`src/rtl/demux_pkg.sv`:
```
// Shared types for the demux feeder: channel select, FIFO entry layout, FSM states.
package demux_pkg;

    localparam int NUM_CH      = 4;
    localparam int FEED_DATA_W = 4;

    typedef logic [1:0] ch_sel_t;

    typedef struct packed {
        ch_sel_t                sel;
        logic [FEED_DATA_W-1:0] data;
    } fifo_entry_t;

    typedef enum logic {IDLE, HOLD} feeder_state_t;

    // Round-robin successor; wraps after the last demux channel.
    function automatic ch_sel_t next_ch(ch_sel_t c);
        return (int'(c) == NUM_CH - 1) ? ch_sel_t'(0) : ch_sel_t'(c + 2'd1);
    endfunction

endpackage

```
`src/rtl/demux_feeder_sync_fifo.sv`:
```
// Count-based synchronous FIFO, no fall-through: head is read combinationally
// from storage, so a word written on one edge can be popped on the next at the earliest.
module sync_fifo #(
    parameter int WIDTH = 6,
    parameter int DEPTH = 4
) (
    input  logic                       clk,
    input  logic                       rst_n,
    input  logic                       push_i,
    input  logic                       pop_i,
    input  logic [WIDTH-1:0]           wdata_i,
    output logic [WIDTH-1:0]           rdata_o,
    output logic                       full_o,
    output logic                       empty_o,
    output logic [$clog2(DEPTH+1)-1:0] count_o
);

    localparam int AW = $clog2(DEPTH);
    localparam int CW = $clog2(DEPTH+1);

    logic [WIDTH-1:0] mem_q [DEPTH];
    logic [AW-1:0]    wr_ptr_q, rd_ptr_q;
    logic [CW-1:0]    count_q, count_d;
    logic             do_push, do_pop;

    assign full_o  = (count_q == CW'(DEPTH));
    assign empty_o = (count_q == '0);
    assign count_o = count_q;
    assign rdata_o = mem_q[rd_ptr_q];

    // Requests against a full/empty FIFO are ignored rather than corrupting state.
    assign do_push = push_i && !full_o;
    assign do_pop  = pop_i && !empty_o;

    // Occupancy: a simultaneous push and pop leaves it unchanged.
    always_comb begin
        count_d = count_q;
        if (do_push && !do_pop)
            count_d = count_q + CW'(1);
        else if (do_pop && !do_push)
            count_d = count_q - CW'(1);
    end

    // Pointers and occupancy; pointers wrap naturally since DEPTH is a power of 2.
    always_ff @(posedge clk or negedge rst_n) begin
        if (!rst_n) begin
            wr_ptr_q <= '0;
            rd_ptr_q <= '0;
            count_q  <= '0;
        end else begin
            count_q <= count_d;
            if (do_push) wr_ptr_q <= wr_ptr_q + AW'(1);
            if (do_pop)  rd_ptr_q <= rd_ptr_q + AW'(1);
        end
    end

    // Storage needs no reset; occupancy decides which entries are live.
    always_ff @(posedge clk) begin
        if (do_push) mem_q[wr_ptr_q] <= wdata_i;
    end

endmodule

```
`src/rtl/demux_feeder.sv`:
```
// Feeder for the 4-way demux: buffers {sel,data} words and holds each one on
// registered data/sel outputs for DWELL cycles, back-to-back while words remain.
module demux_feeder
    import demux_pkg::*;
#(
    parameter int DATA_W = FEED_DATA_W,
    parameter int DEPTH  = 4,
    parameter int DWELL  = 2
) (
    input  logic                       clk,
    input  logic                       rst_n,
    input  logic [DATA_W-1:0]          in_data,
    input  logic [1:0]                 in_sel,
    input  logic                       in_valid,
    output logic                       in_ready,
    input  logic                       rr_en,
    output logic [DATA_W-1:0]          data,
    output logic [1:0]                 sel,
    output logic                       out_valid,
    output logic [$clog2(DEPTH+1)-1:0] count
);

    localparam int EW  = DATA_W + 2;
    localparam int DCW = $clog2(DWELL + 1);

    feeder_state_t     state_q, state_d;
    logic [DCW-1:0]    dwell_q, dwell_d;
    logic [DATA_W-1:0] data_q, data_d;
    ch_sel_t           sel_q, sel_d, rr_q, rr_d;
    logic              vld_q, vld_d;

    logic              full, empty, pop, load;
    logic [EW-1:0]     head;

    assign in_ready  = !full;
    assign data      = data_q;
    assign sel       = sel_q;
    assign out_valid = vld_q;

    sync_fifo #(.WIDTH(EW), .DEPTH(DEPTH)) u_fifo (
        .clk     (clk),
        .rst_n   (rst_n),
        .push_i  (in_valid && !full),
        .pop_i   (pop),
        .wdata_i ({in_sel, in_data}),
        .rdata_o (head),
        .full_o  (full),
        .empty_o (empty),
        .count_o (count)
    );

    // Dwell FSM: load a word whenever the outputs are free, otherwise count down the hold.
    always_comb begin
        state_d = state_q;
        dwell_d = dwell_q;
        data_d  = data_q;
        sel_d   = sel_q;
        vld_d   = vld_q;
        rr_d    = rr_q;
        pop     = 1'b0;
        load    = 1'b0;
        case (state_q)
            IDLE: load = !empty;
            HOLD: begin
                if (dwell_q != '0) begin
                    dwell_d = dwell_q - DCW'(1);
                end else if (!empty) begin
                    load = 1'b1;
                end else begin
                    // Leaving the outputs live with stale data would drive a demux channel.
                    state_d = IDLE;
                    data_d  = '0;
                    vld_d   = 1'b0;
                end
            end
        endcase
        if (load) begin
            pop     = 1'b1;
            state_d = HOLD;
            vld_d   = 1'b1;
            dwell_d = DCW'(DWELL - 1);
            data_d  = head[DATA_W-1:0];
            // data and sel update on the same edge so the demux never sees a mixed pair.
            if (rr_en) begin
                sel_d = rr_q;
                rr_d  = next_ch(rr_q);
            end else begin
                sel_d = ch_sel_t'(head[DATA_W +: 2]);
            end
        end
    end

    // Output and FSM registers; reset discards any word in flight.
    always_ff @(posedge clk or negedge rst_n) begin
        if (!rst_n) begin
            state_q <= IDLE;
            dwell_q <= '0;
            data_q  <= '0;
            sel_q   <= '0;
            vld_q   <= 1'b0;
            rr_q    <= '0;
        end else begin
            state_q <= state_d;
            dwell_q <= dwell_d;
            data_q  <= data_d;
            sel_q   <= sel_d;
            vld_q   <= vld_d;
            rr_q    <= rr_d;
        end
    end

endmodule

```
`config.mk`:
```
export PLATFORM = sky130hd
export DESIGN_NAME = demux_feeder
export DESIGN_NICKNAME = d
export VERILOG_FILES = /design/src/rtl/demux_pkg.sv /design/src/rtl/demux_feeder_sync_fifo.sv /design/src/rtl/demux_feeder.sv
export SDC_FILE = /design/constraint.sdc
export NUM_CORES = 1
export LEC_CHECK = 0
export CAP_MARGIN = 20
export CELL_PAD_IN_SITES_DETAIL_PLACEMENT = 1
export CELL_PAD_IN_SITES_GLOBAL_PLACEMENT = 1
export CORE_ASPECT_RATIO = 1.25
export CORE_MARGIN = 5
export CORE_UTILIZATION = 49
export DETAILED_ROUTE_END_ITERATION = 8
export GPL_ROUTABILITY_DRIVEN = 1
export MAX_ROUTING_LAYER = met4
export PLACE_DENSITY_LB_ADDON = 0.1
export SLEW_MARGIN = 5
export SYNTH_ARGS = -nofsm -noshare
export SYNTH_HDL_FRONTEND = slang
export SYNTH_SLANG_ARGS = --single-unit
```
`constraint.sdc`:
```
create_clock -name clk -period 3.4 [get_ports clk]
set_input_delay 0.85 -clock clk [delete_from_list [all_inputs] [get_ports clk]]
set_output_delay 0.85 -clock clk [all_outputs]
set_load 0.01 [all_outputs]
```
After elaboration in Yosys (flattened, before gate mapping)
Memories as Yosys holds them, arrays and structs flattened.
Index checks and enable logic that the tools add are counted.
{"block": "word_totals", "ff_bits": 19, "ramBits": 24, "input_bits": 10, "output_inout_bits": 11, "wordCells": 62, "memories": 1}
{"name": "u_fifo.mem_q", "words": 4, "width": 6, "rd": 1, "rd_clocked_by_memory_dff": 0, "write_ports": 1, "line_no": "demux_feeder_sync_fifo.sv:21", "text": "logic [WIDTH-1:0] mem_q [DEPTH];"}
{"block": "op_classes", "n_addsub": 6, "n_eq_ne": 3, "n_mux": 24, "n_bitwise": 1, "n_reduce_logical": 18}
{"cell": "2-to-1 mux 4 bit", "n": 4}
{"cell": "2-to-1 mux 1 bit", "n": 12}
{"cell": "2-to-1 mux 2 bit", "n": 5}
{"cell": "nonzero test 2 bit", "n": 5}
{"cell": "adder 2 x 1 -> 2 bit (second input constant)", "n": 3}
{"cell": "2-to-1 mux 3 bit", "n": 2}
{"cell": "logical AND 1 bit", "n": 5}
{"cell": "logical NOT 1 bit", "n": 4}
{"cell": "AND reduction 2 bit", "n": 2}
{"cell": "adder 3 x 1 -> 3 bit (second input constant)", "n": 1}
{"cell": "equality test 3 bit (second input constant)", "n": 1}
{"cell": "logical NOT 3 bit", "n": 1}
{"cell": "AND reduction 3 bit", "n": 1}
{"cell": "subtractor 3 x 1 -> 3 bit (second input constant)", "n": 1}
{"cell": "equality test 2 x 1 -> 1 bit (second input constant)", "n": 1}
{"cell": "inequality test 2 bit (second input constant)", "n": 1}
{"cell": "one-hot mux 1 bit (2 select lines)", "n": 1}
{"cell": "subtractor 2 x 1 -> 2 bit (second input constant)", "n": 1}
{"cell": "inverter 1 bit", "n": 1}

Longest topological paths before layout
{"block": "logic_depth", "word_depth": 9, "depth_mapped": 12, "depth_no_buf": 11}

By module
Synthesis repeated with hierarchy kept, for this count alone.
{"block": "hier_totals", "hier_cells": 113, "hier_area_um2": 1844.3}
{"module": "sync_fifo", "instances": 1, "cells_each": 67, "area_per_inst_um2": 1303.8, "seq_area_each_um2": 895.9}
{"module": "demux_feeder", "instances": 1, "cells_each": 46, "area_per_inst_um2": 540.5, "seq_area_each_um2": 300.3}

Worst setup path before layout
Ideal clock, no wire load.
{"block": "synth_timing", "kind": "flip-flop to flip-flop", "startpoint": "reg dwell_q[0]", "endpoint": "reg u_fifo.count_q[2] (netlist: u_fifo.count_o[2])", "setup_time_ps": 79, "t_arrival_ps": 2197, "required_ps": 3321, "setup_slack_ps": 1124, "stages_incl_launch_ff": 13, "n_path_buf": 1, "period_less_slack_ps": 2276, "cell_sequence": "dfrtp_1 > inv_1 > ha_1 > or2b_2 > and2_2 > buf_6 > clkinv_2 > ha_1 > inv_1 > fa_1 > xor2_1 > nor2_1 > xor2_1"}
{"block": "synth_via", "elab_chain_len": 8, "elab_cells_between_ends": 10, "classes_between": "mux (4); reduce/logical (6)"}
{"item": "start, declared", "line_no": "demux_feeder.sv:27", "text": "logic [DCW-1:0] dwell_q, dwell_d;"}
{"item": "start signal, assigned", "line_no": "demux_feeder.sv:104", "text": "dwell_q <= dwell_d;"}
{"item": "nonzero test 2 bit (*)", "line_no": "demux_feeder.sv:65", "text": "if (dwell_q != '0) begin"}
{"item": "2-to-1 mux 1 bit (*)", "line_no": "demux_feeder.sv:65"}
{"item": "one-hot mux 1 bit (2 select lines) (*)", "line_no": "demux_feeder.sv:62", "text": "case (state_q)"}
{"item": "2-to-1 mux 1 bit (*)", "line_no": "demux_feeder.sv:77", "text": "if (load) begin"}
{"item": "logical AND 1 bit (*)", "line_no": "demux_feeder_sync_fifo.sv:33", "text": "assign do_pop = pop_i && !empty_o;"}
{"item": "logical NOT 1 bit", "line_no": "demux_feeder_sync_fifo.sv:38", "text": "if (do_push && !do_pop)"}
{"item": "logical AND 1 bit", "line_no": "demux_feeder_sync_fifo.sv:38"}
{"item": "2-to-1 mux 3 bit / nonzero test 2 bit (equally long branches)"}
{"item": "end signal, assigned", "line_no": "demux_feeder_sync_fifo.sv:51", "text": "count_q <= count_d;"}
{"item": "end, declared", "line_no": "demux_feeder_sync_fifo.sv:23", "text": "logic [CW-1:0] count_q, count_d;"}
Every way passes the cells marked *; elsewhere a longest branch is shown, timed or not.
A chain may end at the register's enable or synchronous reset.

Worst setup path after layout
Ends and elaborated chain as after synthesis.

==> results.py <==
metrics = {
    "die": {
        "fp.dieArea_mm2": 0.005063,
        "die_x_um": 64.65,
        "rows": 24,
        "ios": 21,
        "die_y_um": 78.31,
        "initial_core_util": 0.5162,
        "core_area_mm2": 0.003543,
    },
    "power_and_ir_drop": {
        "power.share.combinational": 0.379,
        "seq_power_share": 0.432,
        "switching_share": 0.3282,
        "ir_worst_vdd_mv": 0.3902,
        "power.density_mw_per_mm2": 937.2,
        "pwr-share-clk": 0.189,
        "leakage_uw": 0.0008358,
        "power_switching_uw": 662.3,
        "intPower_uw": 1356,
        "fin_total_pwr_uw": 2018,
    },
    "place": {
        "place_ws_ns": 0.5914,
        "gp_congestion": 0.6563,
        "place.port_buffers": 20,
        "dp_hpwl_um": 2359,
    },
    "synth": {
        "yosys-top-cells-count": "edfxtp_1, dfrtp_1, nand2_1",
        "yosys.area.top_type": "edfxtp_1",
        "synth_cells": 117,
        "synth_top_area_share": 0.3940,
        "ys_warn_count": 0,
        "syn_area_per_cell_um2": 15.63,
        "synth_nets": 135,
        "yosysMostFrequentCell": "edfxtp_1",
        "ys_seq_area_frac": 0.6539,
        "synthFlopType": "edfxtp_1",
        "synth_area_mm2": 0.001829,
        "ys_top_cells_by_area": "edfxtp_1, dfrtp_1, mux4_2",
        "synthArstFlopShare": 0.4419,
        "ys_ff_latch": 43,
        "ys_types": 28,
        "synth-edff-count": 24,
    },
    "final_layout": {
        "finalNetCount": 157,
        "final_layout_size_suffix_gt1_frac": 0.1714,
        "area_growth_pct": 17.72,
        "n_antenna_cell": 0,
    },
    "routing": {
        "drtIter0Drc": 32,
        "antenna_left": 0,
        "first_pass_iters": 3,
        "via_per_inst": 5.397,
        "drt_wl_total_um": 3145,
        "post-route-drc-count": 0,
        "vias": 966,
        "post_drt_wl_per_cell_um": 17.57,
    },
    "global_routing": {
        "met1_usage": 0.1648,
        "grt.overflow.total": 0,
        "antenna_found_initial": 0,
        "grt_use_met3": 0.03429,
        "grt_first_pass_wirelength_um": 5388,
        "met2_usage": 0.2531,
        "grt_pass1_vias": 1075,
        "grt_max_degree": 20,
        "busiest_layer": "met2",
        "grt_usage": 0.1480,
    },
    "sta": {
        "drv_slew": 0,
        "hold_viol": 0,
        "tightest_slew_ns": 0.8803,
        "fin_setup_tns_ns": 0,
        "max_freq_mhz": 394.6,
        "fin_crit_sh": 0.7453,
        "layout_setup_ws_ns": 0.8659,
        "setup_violations": 0,
        "finClkSkew_ns": 0.004503,
        "rsz0062_at_grt": "false",
        "min_period_ns": 2.534,
        "slew_headroom": 0.4113,
    },
    "min_path": {
        "worstHoldStart": "out_valid",
        "min_to": "out_valid",
        "hold_class": "reg2reg",
        "whs_path_depth": 2,
    },
    "cts": {
        "clock_latency_ns": 0.29,
        "cts_max_level": 2,
        "clkSinkCount": 43,
        "path_clk_slew_ns": 0.08,
        "clk_path_buf_depth": 2,
        "cts_root_buffer": "clkbuf_8",
        "numCtsBuffers": 5,
        "post_cts.repair.setup_buffers": 0,
        "hold_buffers": 0,
        "cts_resized": 0,
        "cts_tree": "yes",
    },
    "setup_path": {
        "reg2reg_from": "dwell_q[0]",
        "endpoint_kind": "flip-flop",
        "r2r-end": "u_fifo.count_o[2]",
        "reg2reg_depth": 11,
        "crit_chain": "inv_1, ha_1, or2b_2, and2_2, clkinv_2, ha_1, inv_1, fa_1, xor2_1, nor2_1, xor2_1",
        "worstSetupPathType": "reg2reg",
        "critPathSlowestCell": "or2b_2",
        "worstPathRequired_ns": 3.61,
        "cp_max_fo": 13,
        "critical_path.startpoint_type": "flip-flop",
        "max_stage_delay_ns": 0.42,
        "worst_ep_arrival_time_ns": 2.75,
        "r2r_setup_slack_ns": 0.87,
    },
    "outcome": {
        "status": "complete, no violations",
    },
    "job": {
        "cap_violations": 0,
    },
}
==> critical path: cells and delay by family (launching register included) <==
kind,cells,cell delay (ns)
XOR/XNOR,2,0.31
adder cells (fa/ha/maj),3,0.78
buffers and inverters,3,0.24
flip-flops,1,0.33
AND/OR/NAND/NOR,3,0.81
==> cells in the final DEF, fill, tap and decap left out, drive strengths merged, types with 3 or more instances in the layout <==
cell           count
a21oi              4
and2               5
clkbuf             6
clkdlybuf4s50     20
dfrtp             19
edfxtp            24
ha                 7
inv                5
mux2               5
mux4               6
nand2              9
nand3              6
nor2               3
o21ai              4
xnor2              4
==> metal layers <==
layer	routed length [um]	vias to the layer above
met5	0	-
met4	46	0
met3	110	7
met2	1694	19
met1	1294	477
li1	-	463
==> per-stage QoR <==
| stage | instances | instance area, um2 | utilization | hold slack (ns) |
|---|---|---|---|---|
| 5_1_grt | 179 | 2153 | 0.6077 | 0.5320 |
| 6_report | 179 | 2153 | 0.6077 | 0.4990 |
| 3_5_place_dp | 171 | 2043 | 0.5766 | 0.4806 |
| 3_3_place_gp | 171 | 2043 | 0.5766 | 0.4741 |
| 2_1_floorplan | 117 | 1829 | - | 0.4968 |
| 4_1_cts | 179 | 2153 | 0.6077 | 0.4992 |
==> flip-flops by register name, indices dropped and copies added, names as in the netlist <==
name and count:
dwell_q 2, u_fifo.rd_ptr_q 2, out_valid 1, sel 2, state_q 1, u_fifo.mem_q 24
u_fifo.wr_ptr_q 2, rr_q 2, data 4, u_fifo.count_o 3
==> power by group through the flow <==
stage               Clock (uW)  Sequential, uW  Combinational (uW)
floorplan                    0             840                 563
global placement             0             868                 741
detailed placement           0             887                 781
CTS                        396             877                 785
global route               422             899                 852
finish                     382             871                 765
==> layout make-up <==
cell class,instances,area [um2]
timing repair buffer,20,200.2
inverter,6,23.77
clock inverter,2,37.54
fill,344,1390
clock buffer,6,72.57
multi-input combinational,63,574.3
sequential,43,1196
tap,39,48.80
==> worst max path at each step <==
stage | endpoint | start | slack [ns] | depth (start not counted)
after floorplan | u_fifo.count_o[2] | dwell_q[0] | 1.12 | 12
after global placement | u_fifo.count_o[2] | in_valid | 0.71 | 8
after detailed placement | u_fifo.count_o[2] | in_valid | 0.59 | 8
after CTS | u_fifo.count_o[2] | dwell_q[0] | 0.85 | 11
after global routing | u_fifo.count_o[2] | dwell_q[0] | 0.71 | 11
final | u_fifo.count_o[2] | dwell_q[0] | 0.87 | 11
==> cell families (layout without fill, tap and decap cells) <==
family                     after synthesis  after routing  share of synthesized area
muxes                                   13             13                     0.1176
DFF                                     43             43                     0.6539
AOI/OAI and AO/OA                       10             10                    0.03147
adders and majority gates                8              8                    0.05882
xor gates and xnor gates                 6              6                    0.02873
and+or+nand+nor                         26             26                    0.07729
buffers and inverters                   11             34                    0.03214
Power figures use the tool's default switching activity.
